$ cat src/rtl/gate_tt_pkg.sv
// Shared codes for the gate truth-table identifier: gate identity codes and FSM states.
// Code 7 is reserved and never produced by the classifier.
package gate_tt_pkg;

    localparam int ID_W = 3;

    typedef enum logic [ID_W-1:0] {
        GATE_UNKNOWN  = 3'd0,
        GATE_AND      = 3'd1,
        GATE_NAND     = 3'd2,
        GATE_OR       = 3'd3,
        GATE_NOR      = 3'd4,
        GATE_XOR      = 3'd5,
        GATE_XNOR     = 3'd6,
        GATE_RESERVED = 3'd7
    } gate_id_e;

    typedef enum logic [2:0] {
        ST_IDLE     = 3'd0,
        ST_COLLECT  = 3'd1,
        ST_CLASSIFY = 3'd2,
        ST_DONE     = 3'd3,
        ST_ERROR    = 3'd4
    } state_e;

endpackage

$ cat src/rtl/gate_tt_classify.sv
// Combinational classifier: maps a complete truth table (bit i = output for input vector i)
// to a gate identity code. Constant tables and anything else fall through to UNKNOWN.
module gate_tt_classify
    import gate_tt_pkg::*;
#(
    parameter int TT = 4
) (
    input  logic [TT-1:0]   tt,
    output logic [ID_W-1:0] gate_id
);

    localparam logic [TT-1:0] ONE   = TT'(1);
    localparam logic [TT-1:0] FULL  = '1;
    localparam logic [TT-1:0] AND_T = ONE << (TT - 1);
    localparam logic [TT-1:0] OR_T  = FULL & ~ONE;
    localparam logic [TT-1:0] NOR_T = ONE;

    logic [TT-1:0] xor_t;

    // XOR reference: each entry is the parity of its own input vector index.
    for (genvar i = 0; i < TT; i++) begin : g_parity
        localparam logic [7:0] IDX = 8'(i);
        assign xor_t[i] = ^IDX;
    end

    always_comb begin
        gate_id = GATE_UNKNOWN;
        if (tt == AND_T)
            gate_id = GATE_AND;
        else if (tt == ~AND_T)
            gate_id = GATE_NAND;
        else if (tt == OR_T)
            gate_id = GATE_OR;
        else if (tt == NOR_T)
            gate_id = GATE_NOR;
        else if (tt == xor_t)
            gate_id = GATE_XOR;
        else if (tt == ~xor_t)
            gate_id = GATE_XNOR;
    end

endmodule

$ cat src/rtl/gate_tt_identifier.sv
// Observer that collects (input vector, output) samples from a gate under test, builds its
// truth table and reports the identified gate type, flagging contradictory samples.
module gate_tt_identifier
    import gate_tt_pkg::*;
#(
    parameter int N_IN = 2,
    parameter int TT   = 2 ** N_IN
) (
    input  logic            clk,
    input  logic            rst_n,
    input  logic            start,
    input  logic            in_valid,
    output logic            in_ready,
    input  logic [N_IN-1:0] in_vec,
    input  logic            in_s,
    output logic [TT-1:0]   coverage,
    output logic [TT-1:0]   table_out,
    output logic            done,
    output logic            conflict,
    output logic [ID_W-1:0] gate_id
);

    state_e          state, state_next;
    logic            accept, seen, new_sample, mismatch;
    logic [TT-1:0]   vec_onehot, cov_next;
    logic [ID_W-1:0] class_id;

    // start wins over any sample offered in the same cycle.
    assign in_ready   = (state == ST_COLLECT) && !start;
    assign accept     = in_valid && in_ready;
    assign vec_onehot = {{(TT-1){1'b0}}, 1'b1} << in_vec;
    assign seen       = |(coverage & vec_onehot);
    assign new_sample = accept && !seen;
    assign mismatch   = accept && seen && ((|(table_out & vec_onehot)) != in_s);
    assign cov_next   = new_sample ? (coverage | vec_onehot) : coverage;

    gate_tt_classify #(.TT(TT)) u_classify (
        .tt      (table_out),
        .gate_id (class_id)
    );

    always_ff @(posedge clk or negedge rst_n) begin
        if (!rst_n)
            state <= ST_IDLE;
        else
            state <= state_next;
    end

    // Leave COLLECT as soon as the accepted sample completes the table, so the
    // classifier sees the registered, complete table one cycle later.
    always_comb begin
        state_next = state;
        if (start) begin
            state_next = ST_COLLECT;
        end else begin
            case (state)
                ST_IDLE:     state_next = ST_IDLE;
                ST_COLLECT: begin
                    if (mismatch)
                        state_next = ST_ERROR;
                    else if (&cov_next)
                        state_next = ST_CLASSIFY;
                end
                ST_CLASSIFY: state_next = ST_DONE;
                ST_DONE:     state_next = ST_DONE;
                ST_ERROR:    state_next = ST_ERROR;
                default:     state_next = ST_IDLE;
            endcase
        end
    end

    always_ff @(posedge clk or negedge rst_n) begin
        if (!rst_n) begin
            coverage  <= '0;
            table_out <= '0;
            done      <= 1'b0;
            conflict  <= 1'b0;
            gate_id   <= GATE_UNKNOWN;
        end else if (start) begin
            coverage  <= '0;
            table_out <= '0;
            done      <= 1'b0;
            conflict  <= 1'b0;
            gate_id   <= GATE_UNKNOWN;
        end else begin
            if (new_sample) begin
                coverage <= cov_next;
                if (in_s)
                    table_out <= table_out | vec_onehot;
            end
            if (mismatch)
                conflict <= 1'b1;
            if (state == ST_CLASSIFY) begin
                done    <= 1'b1;
                gate_id <= class_id;
            end
        end
    end

endmodule

$ cat config.mk
export PLATFORM = sky130hd
export DESIGN_NAME = gate_tt_identifier
export DESIGN_NICKNAME = d
export VERILOG_FILES = /design/src/rtl/gate_tt_pkg.sv /design/src/rtl/gate_tt_classify.sv /design/src/rtl/gate_tt_identifier.sv
export SDC_FILE = /design/constraint.sdc
export NUM_CORES = 1
export LEC_CHECK = 0
export ABC_AREA = 0
export CELL_PAD_IN_SITES_DETAIL_PLACEMENT = 0
export CELL_PAD_IN_SITES_GLOBAL_PLACEMENT = 1
export CORE_ASPECT_RATIO = 2
export CORE_MARGIN = 1
export CORE_UTILIZATION = 32
export DETAILED_ROUTE_END_ITERATION = 7
export GPL_TIMING_DRIVEN = 0
export PLACE_DENSITY = 0.75
export SLEW_MARGIN = 20
export SYNTH_ARGS = -nofsm -noshare
export SYNTH_HDL_FRONTEND = slang
export SYNTH_SLANG_ARGS = --single-unit
$ cat constraint.sdc
create_clock -name clk -period 2.3 [get_ports clk]
set_clock_uncertainty 0.2 [all_clocks]
set_input_delay 0.23 -clock clk [delete_from_list [all_inputs] [get_ports clk]]
set_output_delay 0.23 -clock clk [all_outputs]
set_load 0.02 [all_outputs]
* Word-level counts from Yosys, hierarchy flattened
Index checks and enable logic that the tools add are counted.
Word-level totals: register bits after elaboration 16, input port bits 7, output and inout port bits 14, word-level logic and storage cells 61
Cells by class: equal/unequal tests 12, shifts and indexed selects 1, multiplexer cells 22, bitwise operators 4, reduce and logical (&&, ||, !) cells 16
Operators with widths (count):
- 3-bit two-way mux | 11
- 4-bit two-way mux | 6
- 4-bit == test, second input constant | 3
- 3-bit case mux with 3 select lines | 1
- 4-bit AND | 2
- 4-bit by 3-bit == test with 1-bit output, second input constant | 2
- 4-bit OR | 2
- 2-bit nonzero test | 4
- 4-bit OR reduction | 2
- 3-bit by 2-bit == test with 1-bit output, second input constant | 2
- 1-bit logical AND | 5
- 4-bit by 1-bit == test with 1-bit output, second input constant | 1
- 1-bit two-way mux | 4
- 4-bit by 3-bit inequality test with 1-bit output, second input constant | 1
- 4-bit AND reduction | 1
- 1-bit by 2-bit left shift with 4-bit output, first input constant | 1
- 3-bit by 1-bit == test with 1-bit output, second input constant | 1
- 3-bit == test, second input constant | 1
- 1-bit logical NOT | 2
- 2-bit AND reduction | 1
- 2-bit OR reduction | 1
- 1-bit inequality test | 1

* Depth between registers and ports, before layout
depth in word-level cells 11, depth in mapped cells 6, mapped depth without buffers 5

* By module
Synthesis repeated with hierarchy kept, for this count alone.
Unflattened totals: cells, all modules 81, area total of the unflattened synthesis 848.3 µm²
Modules (own cells, without submodules):
- gate_tt_identifier | times used 1, cells an instance 73, area each 793.3 µm², seq. area each 400.4 µm²
- gate_tt_classify | times used 1, cells an instance 8, area each 55.1 µm², seq. area each 0.0 µm²

* Worst setup path before layout
Ideal clock, no wire load.
path type register -> register, start point reg state[2], end point reg state[0], library setup time 0.126 ns, arrival 1.806 ns, setup slack 0.168 ns, cell stages (with the launch flop) 6, path buffers 0, clock period less this slack 2.132 ns, cell sequence dfrtp_1 > or3b_4 > nor3b_4 > nand4_1 > a32o_1 > a311o_1
Between the ends: cells in the longest elaborated chain, start to end 8, elaborated cells on any way between the ends 16, those cells by class 5 x eq/ne; 4 x mux; 7 x reduce/logical
Ends and longest elaborated chain:
- start: declaration | RTL line gate_tt_identifier.sv:23 | state_e state, state_next;
- start signal: assignment | RTL line gate_tt_identifier.sv:46 | state <= state_next;
- 3-bit by 1-bit == test with 1-bit output | RTL line gate_tt_identifier.sv:29, gate_tt_identifier.sv:56
- 1-bit logical AND | RTL line gate_tt_identifier.sv:29 | assign in_ready = (state == ST_COLLECT) && !start;
- 1-bit logical AND | RTL line gate_tt_identifier.sv:30 | assign accept = in_valid && in_ready;
- 1-bit logical AND (2 in series) | RTL line gate_tt_identifier.sv:34 | assign mismatch = accept && seen && ((|(table_out & vec_onehot)) != in_s);
- 3-bit two-way mux | RTL line gate_tt_identifier.sv:59 | if (mismatch)
- 3-bit case mux with 3 select lines | RTL line gate_tt_identifier.sv:56 | case (state)
- 3-bit two-way mux | RTL line gate_tt_identifier.sv:53 | if (start) begin
Several ways; a longest one is shown, not always the timed one. A chain may end at the register's enable or synchronous reset.

* Worst setup path after layout
Same ends and word-level chain as after synthesis.

==> out/metrics.yaml <==
yosys:
  ys_ff_latch: 16
  synthArstFlopShare: 1.00
  syn_area_per_cell_um2: 9.92
  synth_top_family_by_area: "simple AND/OR/NAND/NOR gates"
  synth-simple-area-share: 0.240
  synth_edf_count: 0
  synth_fp_nets: 91
  synth_mux_area_frac: 0.0661
  ys_seq_area_frac: 0.480
  synthAdderAreaFrac: 0
  ys.flop_type: "dfrtp_1"
  yosys.cell_types.count: 25
  synth_area_um2: 833
  syn-instance-count: 84
  synth_xor_area_frac: 0.0210
  synth_compound_area_frac: 0.144
  yosysWarnings: 0
power:
  combPwrFrac: 0.179
  switching_share: 0.257
  power.switching_w: 0.000175
  seq_power_share: 0.458
  p_total_w: 0.000682
  power.internal_w: 0.000507
  power.leakage_nw: 0.473
  clockPowerShare: 0.363
  p_per_area_nw_per_um2: 606
  ir_drop_mv: 0.382
sta:
  fin_ws_ns: 0.106
  fmax_mhz: 456
  fin_tns_setup_ns: 0
  setup_violations: 0
  period_needed_ns: 2.19
  hold_violations: 0
  min_period_over_period: 0.954
  drv_slew: 0
  rsz0062_at_grt: "no"
  relSlewSlack: 0.528
  tightest_slew_ns: 0.706
place:
  dp_hpwl_um: 1350
  gp_congestion: 0.746
  dpl.cell_count: 128
  place_ws_ns: 0.0371
  numPortBuffers: 17
floorplanning:
  core_area_um2: 2410
  die_y_um: 74.2
  placementRows: 25
  design.portCount: 21
  die_w_um: 38.1
  start_util: 0.346
  die_area_um2: 2820
layout:
  antenna_cells: 0
  area_delta_synth_final_pct: 35.1
  nets: 117
  instances_no_fill: 136
  layout-drive-gt1-share: 0.119
critical_path:
  cp_slowest_cell: "or3b_4"
  worstSetupStartpointType: "flop"
  endpoint_kind: "flop"
  worst-path-buf-inv: 0
  crit_chain: "or3b_4 -> nor3b_4 -> nand4_1 -> a32o_1 -> a311o_1"
  cp.arrival_ns: 2.13
  critPathRequiredTime_ns: 2.24
  path_delay_family: "simple AND/OR/NAND/NOR gates"
  crit_path_max_incr_delay_ns: 0.42
  critical_path_class: "flop to flop"
  cp_max_fo: 6
hold_path:
  min_path_type: "primary input to flop"
grt:
  grt_pass1_wl_um: 3170
  overflow: 0
  grt_pass1_vias: 705
  grt_use_total: 0.158
  antenna_found_initial: 0
  grt_max_degree: 17
cts:
  clock_path_buffers: 2
  htreeDepth: 1
  cts_root_buffer: "clkbuf_8"
  clock_sinks: 16
  cts.reportedPaths.clkPinSlew_ns: 0.06
  clk_latency_ns: 0.25
  cts_tree: "yes"
  numCtsBuffers: 3
route:
  dr.pass1.iters: 4
  ant_nets: 0
  drtIter0Drc: 17
  num_vias: 720
  routed_via_density: 5.29
  drc: 0
  routed_wl_um: 1860
  post_drt_wl_per_cell_um: 13.7
run_status:
  outcome: "finished, final reports clean"
flow_run:
  cap_viol_max_count: 0
==> final cells by class <==
| cell class | instances | area (um2) |
|---|---|---|
| multi-input cells | 60 | 393 |
| flip-flops and latches | 16 | 400 |
| well taps | 27 | 33.8 |
| fillers | 242 | 1280 |
| repair buffers | 21 | 204 |
| inverters | 3 | 11.3 |
| plain buffers | 5 | 28.8 |
| clock buffers | 4 | 55.1 |
==> cells in the final DEF (no fill, tap or decap), types with 3 or more instances in the layout <==
| master | count |
|---|---|
| nor2_1 | 19 |
| nand3_1 | 3 |
| dfrtp_1 | 16 |
| a21oi_1 | 8 |
| a31oi_1 | 6 |
| clkdlybuf4s50_1 | 16 |
| nor3b_1 | 3 |
| clkbuf_8 | 4 |
| inv_1 | 3 |
==> cell usage after synthesis, types with 2 or more instances <==
| library cell | count | share of area |
|---|---|---|
| a31oi_1 | 6 | 0.045 |
| clkbuf_1 | 2 | 0.0090 |
| nor3b_1 | 3 | 0.027 |
| nand2_1 | 2 | 0.0090 |
| a211oi_1 | 2 | 0.018 |
| buf_2 | 2 | 0.012 |
| nand3_1 | 3 | 0.018 |
| nor2_1 | 19 | 0.086 |
| nor2b_1 | 2 | 0.015 |
| nor4bb_1 | 2 | 0.024 |
| dfrtp_1 | 16 | 0.48 |
| xor2_1 | 2 | 0.021 |
| mux4_2 | 2 | 0.054 |
| inv_1 | 3 | 0.014 |
| a21oi_1 | 8 | 0.048 |
==> per-stage QoR <==
step,utilization,area (um2),hold WS (ns)
global placement,0.431,1040,0.224
finish,0.468,1130,0.147
floorplan,-,833,-0.266
CTS,0.461,1110,0.152
detailed placement,0.431,1040,0.228
global route,0.468,1130,0.192
==> power groups by stage <==
stage	registers [W]	clock network [W]	logic, W
floorplan	0.000325	0	0.0000632
global placement	0.000316	0	0.000117
detailed placement	0.000317	0	0.000118
CTS	0.000312	0.000256	0.000120
global route	0.000314	0.000269	0.000134
finish	0.000312	0.000248	0.000122
==> what timing repair did <==
action,CTS,global route
buffers inserted,0,2
pin swaps,0,1
hold buffers,2,0
endpoints found under the setup margin,1,1
gates resized for setup,1,0
endpoints found under the hold margin,4,0
==> routing by layer <==
metal / track usage / vias up / share of wire
met2: 0.264 / 17 / 0.53
met1: 0.185 / 349 / 0.41
met5: 0 / - / 0
met4: 0.0952 / 0 / 0.025
met3: 0.0179 / 5 / 0.033
li1: - / 349 / -
==> registers in the layout, indices dropped and copies added, names as in the netlist <==
signal and flops:
state 3, conflict 1, table_out 4, gate_id 3, done 1, coverage 4
==> worst reg2reg max path, delay by kind of cell, from the launching register on <==
kind / cells / cell delay [ns]
simple gates: 3 / 0.85
compound gates: 2 / 0.63
flops: 1 / 0.40
==> path summary, 6_finish.rpt <==
| check | start | end | slack [ns] | cells past startpoint |
|---|---|---|---|---|
| worst max register to register | state[2] | state[0] | 0.11 | 5 |
| worst min register to register | conflict | conflict | 0.31 | 2 |
| min in group asynchronous | rst_n | coverage[3] | 0.20 | 1 |
| worst min-delay path | start | state[1] | 0.15 | 4 |
| max in group asynchronous | rst_n | gate_id[2] | 1.25 | 1 |
| worst max-delay path | state[2] | state[0] | 0.11 | 5 |
==> logic make-up (layout without fill, tap and decap cells) <==
| kind of cell | after synthesis | in the layout |
|---|---|---|
| simple gates | 36 | 36 |
| compound gates | 19 | 19 |
| flops | 16 | 16 |
| buf+inv | 8 | 33 |
| mux | 3 | 3 |
| xor+xnor | 2 | 2 |
Power figures use the tool's default switching activity.
